==> config.mk <==
export PLATFORM = sky130hd
export DESIGN_NAME = reset_sequencer
export DESIGN_NICKNAME = d
export VERILOG_FILES = /design/src/rtl/reset_sequencer.sv
export SDC_FILE = /design/constraint.sdc
export NUM_CORES = 1
export LEC_CHECK = 0
export CAP_MARGIN = 20
export CORE_UTILIZATION = 55
export CTS_CLUSTER_SIZE = 10
export DETAILED_ROUTE_END_ITERATION = 8
export PLACE_DENSITY = 0.78
export SLEW_MARGIN = 0
export SYNTH_ARGS = -nofsm -noshare
export SYNTH_HDL_FRONTEND = slang
export SYNTH_SLANG_ARGS = --single-unit
==> constraint.sdc <==
create_clock -name clk -period 2.3 [get_ports clk]
set_input_delay 0.46 -clock clk [delete_from_list [all_inputs] [get_ports clk]]
set_output_delay 0.46 -clock clk [all_outputs]
set_load 0.05 [all_outputs]
==> src/rtl/reset_sequencer.sv <==
// reset_sequencer: holds all stages in reset, then releases them in order as each prior stage reports ready
// Ports:
//   clk, reset        - clock and synchronous active-high reset
//   soft_reset_req    - one-cycle request to restart the whole sequence (also clears the error)
//   stage_ready       - per-stage ready, bit i from stage i
//   stage_reset       - per-stage reset, bit i high holds stage i in reset
//   all_ready, busy   - sequence complete / sequence in progress
//   timeout_err       - sticky timeout flag, failed_stage names the stage that timed out
module reset_sequencer #(
  parameter int NUM_STAGES = 4,
  parameter int HOLD_CYCLES = 16,
  parameter int TIMEOUT_CYCLES = 65535,
  localparam int IDX_W = (NUM_STAGES > 1) ? $clog2(NUM_STAGES) : 1
) (
  input  logic                  clk,
  input  logic                  reset,
  input  logic                  soft_reset_req,
  input  logic [NUM_STAGES-1:0] stage_ready,
  output logic [NUM_STAGES-1:0] stage_reset,
  output logic                  all_ready,
  output logic                  busy,
  output logic                  timeout_err,
  output logic [IDX_W-1:0]      failed_stage
);
  localparam int CMAX = (HOLD_CYCLES > TIMEOUT_CYCLES) ? HOLD_CYCLES : TIMEOUT_CYCLES;
  localparam int CW = $clog2(CMAX + 1);
  localparam logic [NUM_STAGES-1:0] ONES = '1;
  typedef enum logic [1:0] {S_HOLD, S_WAIT, S_DONE, S_ERROR} state_e;
  state_e state_q, state_d;
  logic [IDX_W-1:0] idx_q, idx_d, fail_q, fail_d;
  logic [CW-1:0] cnt_q, cnt_d;
  logic err_q, err_d;
  logic [NUM_STAGES-1:0] sr_q, sr_d, low_mask;
  logic all_ready_q, busy_q;
  // stages below idx are already released and must stay ready
  assign low_mask = ~(ONES << idx_q);
  always_comb begin
    state_d = state_q;
    idx_d = idx_q;
    cnt_d = (cnt_q == CW'(CMAX)) ? cnt_q : cnt_q + 1'b1;
    err_d = err_q;
    fail_d = fail_q;
    if (soft_reset_req) begin
      state_d = S_HOLD;
      idx_d = '0;
      cnt_d = '0;
      err_d = 1'b0;
      fail_d = '0;
    end else begin
      case (state_q)
        S_HOLD: if (cnt_q >= CW'(HOLD_CYCLES - 1)) begin
          state_d = S_WAIT;
          idx_d = '0;
          cnt_d = '0;
        end
        S_WAIT: if ((stage_ready & low_mask) != low_mask) begin
          state_d = S_HOLD;
          idx_d = '0;
          cnt_d = '0;
        end else if (stage_ready[idx_q]) begin
          state_d = (idx_q == IDX_W'(NUM_STAGES - 1)) ? S_DONE : S_WAIT;
          idx_d = (idx_q == IDX_W'(NUM_STAGES - 1)) ? idx_q : idx_q + 1'b1;
          cnt_d = '0;
        end else if (cnt_q >= CW'(TIMEOUT_CYCLES - 1)) begin
          state_d = S_ERROR;
          err_d = 1'b1;
          fail_d = idx_q;
        end
        S_DONE: if (stage_ready != ONES) begin
          state_d = S_HOLD;
          idx_d = '0;
          cnt_d = '0;
        end
        default: ;
      endcase
    end
    // in WAIT, stages 0..idx are released, so the reset vector is ones shifted past idx
    sr_d = (state_d == S_WAIT) ? ONES << (32'(idx_d) + 1) : (state_d == S_DONE) ? '0 : ONES;
  end
  always_ff @(posedge clk) begin
    if (reset) begin
      state_q <= S_HOLD;
      idx_q <= '0;
      cnt_q <= '0;
      err_q <= 1'b0;
      fail_q <= '0;
      sr_q <= ONES;
      all_ready_q <= 1'b0;
      busy_q <= 1'b1;
    end else begin
      state_q <= state_d;
      idx_q <= idx_d;
      cnt_q <= cnt_d;
      err_q <= err_d;
      fail_q <= fail_d;
      sr_q <= sr_d;
      all_ready_q <= state_d == S_DONE;
      busy_q <= (state_d == S_HOLD) || (state_d == S_WAIT);
    end
  end
  assign stage_reset = sr_q;
  assign all_ready = all_ready_q;
  assign busy = busy_q;
  assign timeout_err = err_q;
  assign failed_stage = fail_q;
endmodule
# == Word-level counts from Yosys, hierarchy flattened ==
# Index checks and enable logic that the tools add are counted.
# classes
n_div,0
n_bitwise,4
magnitude_cmp,3
n_addsub,3
n_shift,2
reduce_logical,5
multipliers,0
eq_ne,8
n_mux,25
# op_table
op,n
$mux W16,5
$pmux W16 S3,1
$mux W2,13
$add A16 B1 Y16 const B,1
$eq A16 B16 Y1 const B,1
$ge A16 B16 Y1 const B,1
$ge A16 B4 Y1 const B,1
$pmux W2 S3,2
$mux W4,2
$eq A2 B2 Y1 const B,3
$and A4 B4 Y4,1
$eq A2 B1 Y1 const B,2
$logic_not A2 Y1,2
$ne A4 B4 Y1,1
$ne A4 B4 Y1 const B,1
$not A4 Y4,1
$reduce_and A4 Y1,1
$shl A4 B2 Y4 const A,1
$shl A4 B3 Y4 const A,1
$add A2 B1 Y3 const B,1
$lt A2 B3 Y1 const B,1
$add A2 B1 Y2 const B,1
$bmux W1 S2,1
$not A1 Y1,2
3 further kinds,3
# word_totals
latchBits,0
reg_bits,29
out_inout_bits,9
ramBits,0
input_bits,7
rom_bits,0
n_memories,0
wordCells,58

# == Longest topological paths before layout ==
# depth
depth_word,10
depth_mapped,8
depth_no_buf,8

# == Least setup slack after synthesis ==
# No wires, ideal clock.
# synth_path
path_type,register -> register
start,register cnt_q[1]
end,register sr_q[1] (netlist: stage_reset[1])
n_path_buf,0
setup_ps,134
slack_ps,576
required_time_ps,2166
synth_period_minus_slack_ps,1724
path_stages_with_launch,7
arrival_ps,1590
cell_sequence,dfxtp_1 ha_1 nand3_2 and4_1 o221a_4 a2111oi_2 o21ai_1
# synth_between
elab_chain_cells,9
elab_cells_between_ends,17
cone_classes,1 x add/sub; 2 x order compare; 2 x eq/ne; 1 x shift; 11 x mux
# synth_lines
item,line,rtl
"start, declared",31,"logic [CW-1:0] cnt_q, cnt_d;"
"start signal, assigned",93,cnt_q <= cnt_d;
"parallel branches: the longest is 8 deep, another holds $ge A16 B4 Y1",--,
$mux W4 (*),78,sr_d = (state_d == S_WAIT) ? ONES << (32'(idx_d) + 1) : (state_d == S_DONE) ? '0 : ONES;
"end signal, assigned",96,sr_q <= sr_d;
"end, declared",33,"logic [NUM_STAGES-1:0] sr_q, sr_d, low_mask;"
# Mark *: on every way between the ends.
# A chain may end at the register's enable or synchronous reset.

# == Final worst setup path ==
# layout_path
start,input port stage_ready[0]
end,register sr_q[2] (netlist: stage_reset[2])
# layout_between
elab_chain_cells,9
elab_cells_between_ends,21
cone_classes,1 x add/sub; 4 x eq/ne; 1 x shift; 14 x mux; 1 x bitwise
# layout_lines
item,line,rtl
"start, declared",18,"input logic [NUM_STAGES-1:0] stage_ready,"
$bmux W1 S2,60,end else if (stage_ready[idx_q]) begin
$mux W1 (not written as such),60,
$mux W2,60,
$mux W2,56,S_WAIT: if ((stage_ready & low_mask) != low_mask) begin
$pmux W2 S3,50,case (state_q)
$mux W2,43,if (soft_reset_req) begin
$add A2 B1 Y3 or $eq A2 B2 Y1 (tied branches),78,
$shl A4 B3 Y4 or $mux W4 (tied branches),78,
$mux W4 (*),78,
# Mark *: on every way between the ends. The rest lies on a longest branch, timed or not. The select of a mux whose other input is x is not followed.

==> out/qor.txt <==
Final-layout fill cell count -> 207
Die Width -> 53.6 µm
H-tree depth -> 2
Worst EP arrival -> 2180 ps
First-pass GRT wire length -> 4730 µm
Hold_sp -> timeout_err$_SDFFE_PP0P_
Hold depth -> 2
Starting Density -> 0.586
# Max-Cap Violations -> 0
Initial antenna violation count -> 0
Setup TNS -> 0 ps
Slew Limit Fails -> 0
TritonCTS Sinks -> 29
Tcrit/Tclk final -> 0.856
Worst path cell trace -> clkdlybuf4s50_1, mux2i_1, mux2i_2, nor2_1, a21oi_2, and2_1, o21ai_1
Top cells by count, synth -> 29 x dfxtp_1, 27 x nor2_1, 8 x nand2_1, 8 x xor2_1, 6 x nand4_1
Slew @ Worst Pin -> 504 ps
CP max stage cell -> clkdlybuf4s50_1
Routability cong. -> 0.803
Pleak -> 0.596 nW
Post-synth EDFFs -> 0
Post-CTS Setup Bufs -> 0
DRT Pass-1 Iters -> 4
Place WS -> -7.58 ps
Via/cell ratio -> 5.89
Cell Area, Placed -> 1640 µm²
Ys Warns -> 0
Most frequent cell after synthesis -> dfxtp_1
Outcome -> complete, no violations
# diodes -> 0
Overall routing resource usage -> 0.237
Synth Area per Inst -> 9.09 µm²
Synth top area cells -> dfxtp_1 40%, nor2_1 6.9%, xor2_1 4.8%, mux2i_1 2.7%, nand4_1 2.6%
Core Box Area -> 2500 µm²
Worst-Skew Late Latency -> 330 ps
Critical path data required time -> 2510 ps
Post-cts sizing count -> 0
Area Growth Syn to Fin -> 16.5%
Top cell type's share of synthesized area -> 0.397
Final hold vios -> 0
Crit-path max FO -> 6
Largest net degree at the start of global routing -> 17
R2r startpoint -> cnt_q[1]$_SDFF_PP0_
Crit end category -> register
Reg clk slew, reported paths -> 90 ps
R2r endpoint -> stage_reset[1]$_SDFF_PP1_
Crit start category -> primary input
Dpl hpwl -> 2120 µm
Max-slew headroom -> 0.663
Reg2reg path depth -> 6
Number of I/O pins -> 16
DRT Wirelength -> 2850 µm
Longest Clk Path Bufs -> 2
Clk_skew -> 7.21 ps
Clock Tree Root -> clkbuf_4
Via count -> 1248
Share of layout cells above drive strength 1 -> 0.165
Final setup violation count -> 0
# DRC -> 0
Max incr delay on CP -> 600 ps
Main synth FF type -> dfxtp_1
Design area -> 1710 µm²
Mapped Cells -> 161
Crit Path Category -> primary input to register
Port bufs -> 15
GRT overflow -> 0
RSZ-0062 raised after global routing -> no
Cell row count -> 18
Worst Setup Slack, final -> 331 ps
Syn Nets -> 170
PD cells -> 523 nW/µm²
Largest area contributor in the netlist -> dfxtp_1
FFs w/ async S/R, synth -> 0
R2R setup slack -> 410 ps
Chip Height -> 53.6 µm
Sequential-to-total area share from yosys stat -> 0.397
Iter 0 DRT Violations -> 21
Vias in the first global route -> 1116
TritonCTS clock tree -> yes
WL/cell -> 13.5 µm
Number of routed nets with antenna violations -> 0
FF+latch count, synth -> 29
Synth cell types -> 49
Type of the most critical hold path -> register to register
Fin nets -> 190
TritonCTS buffer count -> 5
Highest clock rate -> 508 MHz
Synth Cell Area -> 1460 µm²
Die area -> 2870 µm²
WHS Endpoint -> timeout_err$_SDFFE_PP0P_
Final min period -> 1970 ps
Post-CTS Hold Buffers -> 0
Worst vdd ir -> 0.475 mV
==> power by group <==
group	switching (mW)	internal (mW)	leakage (nW)	total (mW)
registers	0.00215	0.503	0.234	0.506
logic	0.0199	0.0149	0.321	0.0348
clock network	0.175	0.177	0.0413	0.352
==> worst max path at each step <==
stage	start	endpoint	slack (ps)	depth (start not counted)
5_1_grt	stage_ready[0]	stage_reset[2]$_SDFF_PP1_	190	7
3_5_place_dp	stage_ready[0]	stage_reset[2]$_SDFF_PP1_	-8	8
2_1_floorplan	cnt_q[1]$_SDFF_PP0_	stage_reset[1]$_SDFF_PP1_	580	6
3_3_place_gp	stage_ready[0]	stage_reset[1]$_SDFF_PP1_	80	7
4_1_cts	failed_stage[1]$_SDFFE_PP0P_	failed_stage[1]	340	1
6_report	stage_ready[0]	stage_reset[2]$_SDFF_PP1_	330	7
==> kinds of logic (layout without fill, tap and decap cells) <==
| group | count (synthesis) | after routing | synth area share |
|---|---|---|---|
| AO/OA/AOI/OAI | 27 | 27 | 0.152 |
| XOR/XNOR | 10 | 10 | 0.0598 |
| adder cells (fa/ha/maj) | 2 | 2 | 0.0171 |
| buffers and inverters | 8 | 29 | 0.0316 |
| flip-flops | 29 | 29 | 0.397 |
| multiplexers | 5 | 5 | 0.0368 |
| AND/OR/NAND/NOR | 80 | 80 | 0.306 |
==> routing by layer <==
| layer | share of wire | global-route usage | up-vias |
|---|---|---|---|
| met5 | 0 | 0 | - |
| met4 | 0.027 | 0.136 | 0 |
| met3 | 0.030 | 0.0678 | 9 |
| met2 | 0.50 | 0.419 | 22 |
| li1 | - | - | 617 |
| met1 | 0.45 | 0.248 | 600 |
==> worst max-delay path, delay by kind of cell <==
family,cells,cell delay (ps)
AOI/OAI and AO/OA,2,360
and+or+nand+nor,2,310
muxes,2,440
buffers and inverters,1,600
==> flip-flops by register name, indices dropped and copies added, names as in the netlist <==
signal        flops
idx_q             2
state_q           2
busy              1
cnt_q            16
all_ready         1
failed_stage      2
timeout_err       1
stage_reset       4
==> area by class of cell <==
| type | instances | area (µm²) | area share |
|---|---|---|---|
| Clock inverter | 1 | 5.00 | 0.00293 |
| Inverter | 4 | 15.0 | 0.00880 |
| Tap cell | 30 | 37.5 | 0.0220 |
| Clock buffer | 7 | 65.1 | 0.0382 |
| Sequential cell | 29 | 581 | 0.340 |
| Multi-Input combinational cell | 124 | 837 | 0.491 |
| Timing Repair Buffer | 17 | 165 | 0.0968 |
==> through the flow <==
step            util  hold slack [ps]  cells  power (mW)
2_1_floorplan      -              513    161       0.534
3_3_place_gp   0.654              436    204       0.550
3_5_place_dp   0.654              448    204       0.552
4_1_cts        0.682              462    212       0.900
5_1_grt        0.682              486    212       0.933
6_report       0.682              459    212       0.893
==> cell usage in the layout, fill, tap and decap left out, types with 2 or more instances in the layout <==
master,netlist,routed
nor2_1,27,27
nor4_1,3,3
a21oi_1,4,4
clkbuf_8,0,2
mux2i_1,4,4
and4_1,2,2
nand2_1,8,8
ha_1,2,2
xor2_1,8,8
clkdlybuf4s50_1,0,15
o211ai_1,2,2
a21oi_2,2,2
xnor2_1,2,2
nor2b_1,3,3
and2_1,2,2
and3_1,4,4
o21ai_1,3,3
a41oi_1,2,2
dfxtp_1,29,29
nand4_1,6,6
nand3_1,5,5
a211oi_1,4,4
nor3_1,3,3
inv_1,4,4
buf_4,2,2
nand2_2,3,3
clkbuf_4,0,5
a31oi_1,3,3
Note: power is estimated with default switching activity, not from simulation.
